==> config.mk <==
export PLATFORM = sky130hd
export DESIGN_NAME = simple_adder_core
export DESIGN_NICKNAME = d
export VERILOG_FILES = /design/src/rtl/simple_adder_core.sv
export SDC_FILE = /design/constraint.sdc
export NUM_CORES = 1
export LEC_CHECK = 0
export BUFFER_PORTS_ARGS = -buffer_cell sky130_fd_sc_hd__buf_2
export CAP_MARGIN = 40
export CORE_MARGIN = 1
export CORE_UTILIZATION = 37
export DETAILED_ROUTE_END_ITERATION = 7
export PLACE_DENSITY = 0.66
export SYNTH_ARGS = -nofsm -noshare
export SYNTH_HDL_FRONTEND = slang
export SYNTH_SLANG_ARGS = --single-unit
==> constraint.sdc <==
create_clock -name clk -period 2.3 [get_ports clk]
set_clock_uncertainty 0.15 [all_clocks]
set_input_delay 0.23 -clock clk [delete_from_list [all_inputs] [get_ports clk]]
set_output_delay 0.23 -clock clk [all_outputs]
set_load 0.1 [all_outputs]
==> src/rtl/simple_adder_core.sv <==
// Combinational adder with a registered result stage, a sticky carry-out flag
// and a wrapping transaction counter.
module simple_adder_core #(
    parameter int unsigned WIDTH = 1,
    parameter int unsigned CNT_W = 16
) (
    input  logic             clk,
    input  logic             rst_n,
    input  logic [WIDTH-1:0] a,
    input  logic [WIDTH-1:0] b,
    input  logic             cin,
    input  logic             in_valid,
    input  logic             clr,
    output logic [WIDTH-1:0] sum,
    output logic             cout,
    output logic [WIDTH-1:0] sum_q,
    output logic             cout_q,
    output logic             out_valid,
    output logic             ovf_sticky,
    output logic [CNT_W-1:0] txn_cnt
);

    logic [WIDTH:0]   full_sum;
    logic [WIDTH-1:0] sum_d;
    logic             cout_d;
    logic             out_valid_d;
    logic             out_valid_q;
    logic             ovf_sticky_d;
    logic             ovf_sticky_q;
    logic [CNT_W-1:0] txn_cnt_d;
    logic [CNT_W-1:0] txn_cnt_q;

    always_comb begin
        full_sum = {1'b0, a} + {1'b0, b} + {{WIDTH{1'b0}}, cin};
        sum      = full_sum[WIDTH-1:0];
        cout     = full_sum[WIDTH];
    end

    // Result registers only move on accepted adds; clr overrides the flag and
    // counter but never blocks the result path.
    always_comb begin
        sum_d        = sum_q;
        cout_d       = cout_q;
        out_valid_d  = in_valid;
        ovf_sticky_d = ovf_sticky_q;
        txn_cnt_d    = txn_cnt_q;
        if (in_valid) begin
            sum_d        = sum;
            cout_d       = cout;
            ovf_sticky_d = ovf_sticky_q | cout;
            txn_cnt_d    = txn_cnt_q + CNT_W'(1);
        end
        if (clr) begin
            ovf_sticky_d = 1'b0;
            txn_cnt_d    = '0;
        end
    end

    always_ff @(posedge clk or negedge rst_n) begin
        if (!rst_n) begin
            sum_q        <= '0;
            cout_q       <= 1'b0;
            out_valid_q  <= 1'b0;
            ovf_sticky_q <= 1'b0;
            txn_cnt_q    <= '0;
        end else begin
            sum_q        <= sum_d;
            cout_q       <= cout_d;
            out_valid_q  <= out_valid_d;
            ovf_sticky_q <= ovf_sticky_d;
            txn_cnt_q    <= txn_cnt_d;
        end
    end

    always_comb begin
        out_valid  = out_valid_q;
        ovf_sticky = ovf_sticky_q;
        txn_cnt    = txn_cnt_q;
    end

endmodule

---- Word-level counts from Yosys, hierarchy flattened ----
Index checks and enable logic that the tools add are counted.
cells by class
  shift operators ......................... 0
  reduce and logical (&&, ||, !) cells .... 1
  mux-type cells .......................... 4
  div/mod/pow operators ................... 0
  bitwise logic cells ..................... 1
  $add $sub $neg .......................... 3
  equality and inequality tests ........... 0
  magnitude comparators ................... 0
  $mul .................................... 0
operators with widths
  cell                   count
  $mux 16                2
  $add 16x1->16 const B  1
  $add 1x1->2            1
  $add 2x1->2            1
  $mux 1                 2
  $reduce_bool 2->1      1
  $or 1x1->1             1
word-level totals
  input port bits ......................... 7
  memories ................................ 0
  output and inout port bits .............. 22
  memory bits (writable) .................. 0
  bits in read-only memories .............. 0
  flip-flop bits (word level) ............. 20
  bits in latches ......................... 0

---- Depth between registers and ports, before layout ----
  depth in word-level cells ............... 5
  depth in mapped cells ................... 5
  depth with buffers taken out ............ 5

---- Least setup slack after synthesis ----
OpenSTA, ideal clock, no wires.
  path type ............................... register to register
  start ................................... register txn_cnt_q[7] (netlist: txn_cnt[7])
  end ..................................... register txn_cnt_q[15] (netlist: txn_cnt[15])
  clock period less this slack ............ 2569 ps
  setup time .............................. 77 ps
  required time ........................... 2073 ps
  stages on the path, launching flop included .. 5
  arrival time ............................ 2342 ps
  path slack .............................. -269 ps
  path through ............................ dfrtp_1 -> nand3_1 -> or3_4 -> or4_1 -> a21oi_1
between the ends
  cells in the longest elaborated chain, start to end .. 3
RTL lines
  element                 line  text
  start, declared         31    logic [CNT_W-1:0] txn_cnt_q;
  start signal, assigned  71    txn_cnt_q <= txn_cnt_d;
  $add 16x1->16           51    txn_cnt_d = txn_cnt_q + CNT_W'(1);
  $mux 16                 47    if (in_valid) begin
  $mux 16                 53    if (clr) begin
No other way between the ends. The select of a mux whose other input is x is not followed.
A chain may end at the register's enable or synchronous reset.

---- Final worst setup path ----
  start ................................... input in_valid
  end ..................................... register txn_cnt_q[15] (netlist: txn_cnt[15])
between the ends
  cells in the longest elaborated chain, start to end .. 1
RTL lines
  element                             line  text
  start, declared                     12    input logic in_valid,
  $reduce_bool 2->1 (no source line)  n/a
No other way between the ends.

==> run metrics <==
status=completed; Worst VDD drop=approximately 0.44 mV; CTS tree=yes; Reg2Reg Launch Point=txn_cnt[2]$_DFFE_PN0P_; DP Wirelength=1350 um; CP required=~2400 ps; Layout fillers=264; pin count of the biggest net entering global routing=21; Worst setup EP type=flip-flop; crit-path max cell delay=520 ps; worst-path cell with the longest stage delay=dlygate4sd3_1; reg2reg path depth=4; multiplexer share of the synthesized area=0.0337; critical path arrival=2230 ps; Synth Area in Compound Gates=0.0882; Ant. Diodes=0; Sum Neg Setup Slack=0 ps; Crit Path Class=input port to flip-flop; commonest cells in the netlist=20 x dfrtp_1, 14 x nor2_1, 10 x xnor2_1; simple-gate share of the synthesized area=0.183; die area=0.00282 mm^2; RSZ-0062 raised after global routing=false; clock tree buffer depth=2; Mapped Cells=90; Slew @ Worst Pin=610 ps; placer congestion estimate=0.761; top post-synthesis cells by area=dfrtp_1 52%, xnor2_1 9.1%, nor2_1 5.4%; Post-Layout Cell Count=152; Netlist Area Pre-Place=965 um^2; Rel. slew slack=0.591; # DRC=0; grt ovf=0; number of global-route vias before repair=778; cell with the most instances after synthesis=dfrtp_1; post-CTS resize count=0; Final nets=132; first-pass GRT wire length=3420 um; Core Area=0.00248 mm^2; total power=0.834 mW; Syn Nets=99; Die Width=53.1 um; f_max=464 MHz; Synth Area in XOR/XNOR=0.0999; CTS sink cnt=20; synthesis-to-finish area growth=25.8%; routed length per instance=12.2 um; top_reg_cell synth=dfrtp_1; Hold Fails Final Rpt=0; initial DRC count=9; Seq/Total Area, Yosys=0.519; Synth top area share=0.519; hold path cells=3; layout cells sized above 1=0.377; hold slack=182 ps; Hold Path Class=input port to flip-flop; placed cells=around 150; CTS Buf Count=3; Worst Setup Start Kind=input port; Synth Warn #=0; Final min period=2160 ps; syn_area_per_cell=10.7 um^2; Global Route Usage Sum=0.169; CP Max Fanout=9; clock-pin slew on the worst setup and hold paths=120 ps; leakage=0.534 nW; Final ANT Viol Nets=0; Post-Synth Adder-Cell Area=0.0337; initial antenna violation count=0; fin util=0.490; vias=788; maximum capacitance violations=0; Hold Startpoint=cin; fin crit share=0.937; Synth Register Bits=20; Final Slew Violations=0; number of buffers added on ports=28; Clock Latency Late Sink=300 ps; Site Rows=18; EDFF count, synth=0; WL final=1860 um; Root Buffer=clkbuf_4; Hold EP=sum_q$_DFFE_PN0P_; Synth area leader=dfrtp_1; # setup viols final=0; P per Cell Area=between 600 and 700 mW/mm^2; Crit. Startpoint=in_valid; Detailed Routing Iterations Pass 1=4; starting density of the core=0.389; async set or reset register ratio after synthesis=1.00; combinational family with the most area after synthesis=simple AND/OR/NAND/NOR gates; crit-path leading delay family=simple AND/OR/NAND/NOR gates; htree depth=1; IO Count=29; Worst Path Buf+Inv=2; R2R Setup Slk=380 ps; cell chain of the critical path=dlygate4sd3_1, buf_2, o2111ai_4, or3_4, or4_1, a21oi_1; Die Span Y=53.1 um; via density per instance=5.18; worst r2r dst=txn_cnt[15]$_DFFE_PN0P_; Netlist cell types=29
==> logic make-up (layout without fill, tap and decap cells) <==
| family | after synthesis | after routing |
|---|---|---|
| AND/OR/NAND/NOR | 35 | 35 |
| flip-flops | 20 | 20 |
| AO/OA/AOI/OAI | 11 | 11 |
| XOR/XNOR | 11 | 11 |
| buffers and inverters | 8 | 40 |
| multiplexers | 3 | 3 |
| adder cells (fa/ha/maj) | 2 | 2 |
==> worst max path at each step <==
stage,to,slack [ps],cells past startpoint
6_report,txn_cnt[15]$_DFFE_PN0P_,140,6
5_1_grt,txn_cnt[15]$_DFFE_PN0P_,50,6
4_1_cts,txn_cnt[15]$_DFFE_PN0P_,150,6
3_5_place_dp,txn_cnt[15]$_DFFE_PN0P_,360,5
3_3_place_gp,txn_cnt[15]$_DFFE_PN0P_,410,5
2_1_floorplan,txn_cnt[15]$_DFFE_PN0P_,7,4
==> worst register-to-register path, cell delays in order (launching register included) <==
cell and delay, ps:
dfrtp_2 430, o2111ai_4 190, or3_4 440, or4_1 470, a21oi_1 160
==> what timing repair did <==
| action | 4_1_cts | 5_1_grt |
|---|---|---|
| hold buffers | 2 | 0 |
| setup buffers | 0 | 0 |
| endpoints found under the hold margin | 21 | 0 |
==> metrics by stage <==
| stage | area (um^2) | setup slack (ps) |
|---|---|---|
| 5_1_grt | 1210 | 51.1 |
| 6_report | 1210 | 145 |
| 4_1_cts | 1210 | 148 |
| 2_1_floorplan | 975 | 7.32 |
| 3_5_place_dp | 1140 | 364 |
| 3_3_place_gp | 1140 | 408 |
==> cell usage in the layout, fill, tap and decap left out, drive strengths merged, types with 3 or more instances in the layout <==
cell and instances:
nor2 14, nand3 3, dfrtp 20, xnor2 10
inv 4, buf 30, nand2 4, nor3 3
nor4 3, clkbuf 3, or3 3, a21oi 5
==> per-layer routing <==
layer	global-route usage	share of wire	vias up	wire length (um)
met2	0.291	0.49	23	906
met5	0	0	-	0
met4	0.0395	0	0	0
met1	0.200	0.45	390	843
met3	0.0603	0.058	0	108
li1	-	-	375	-
==> final cells by class <==
cell class / count / area, um^2 / area share
sequential: 20 / 510 / 0.421
clock inverter: 1 / 30.0 / 0.0247
clock buffer: 3 / 22.5 / 0.0186
inverter: 4 / 15.0 / 0.0124
tap: 30 / 37.5 / 0.0309
multi-input combinational: 62 / 423 / 0.348
timing repair buffer: 32 / 175 / 0.144
==> sequential cells by signal, summed over array words and instances (netlist names) <==
signal	flops
cout_q	1
out_valid	1
ovf_sticky	1
sum_q	1
txn_cnt	16
==> report_power, final <==
part	switching (mW)	internal (mW)	total, mW
clock network	0.107	0.176	0.283
logic	0.148	0.0300	0.178
registers	0.00957	0.364	0.373
total	0.264	0.570	0.834
No activity file was read; power rests on OpenSTA's default activity.
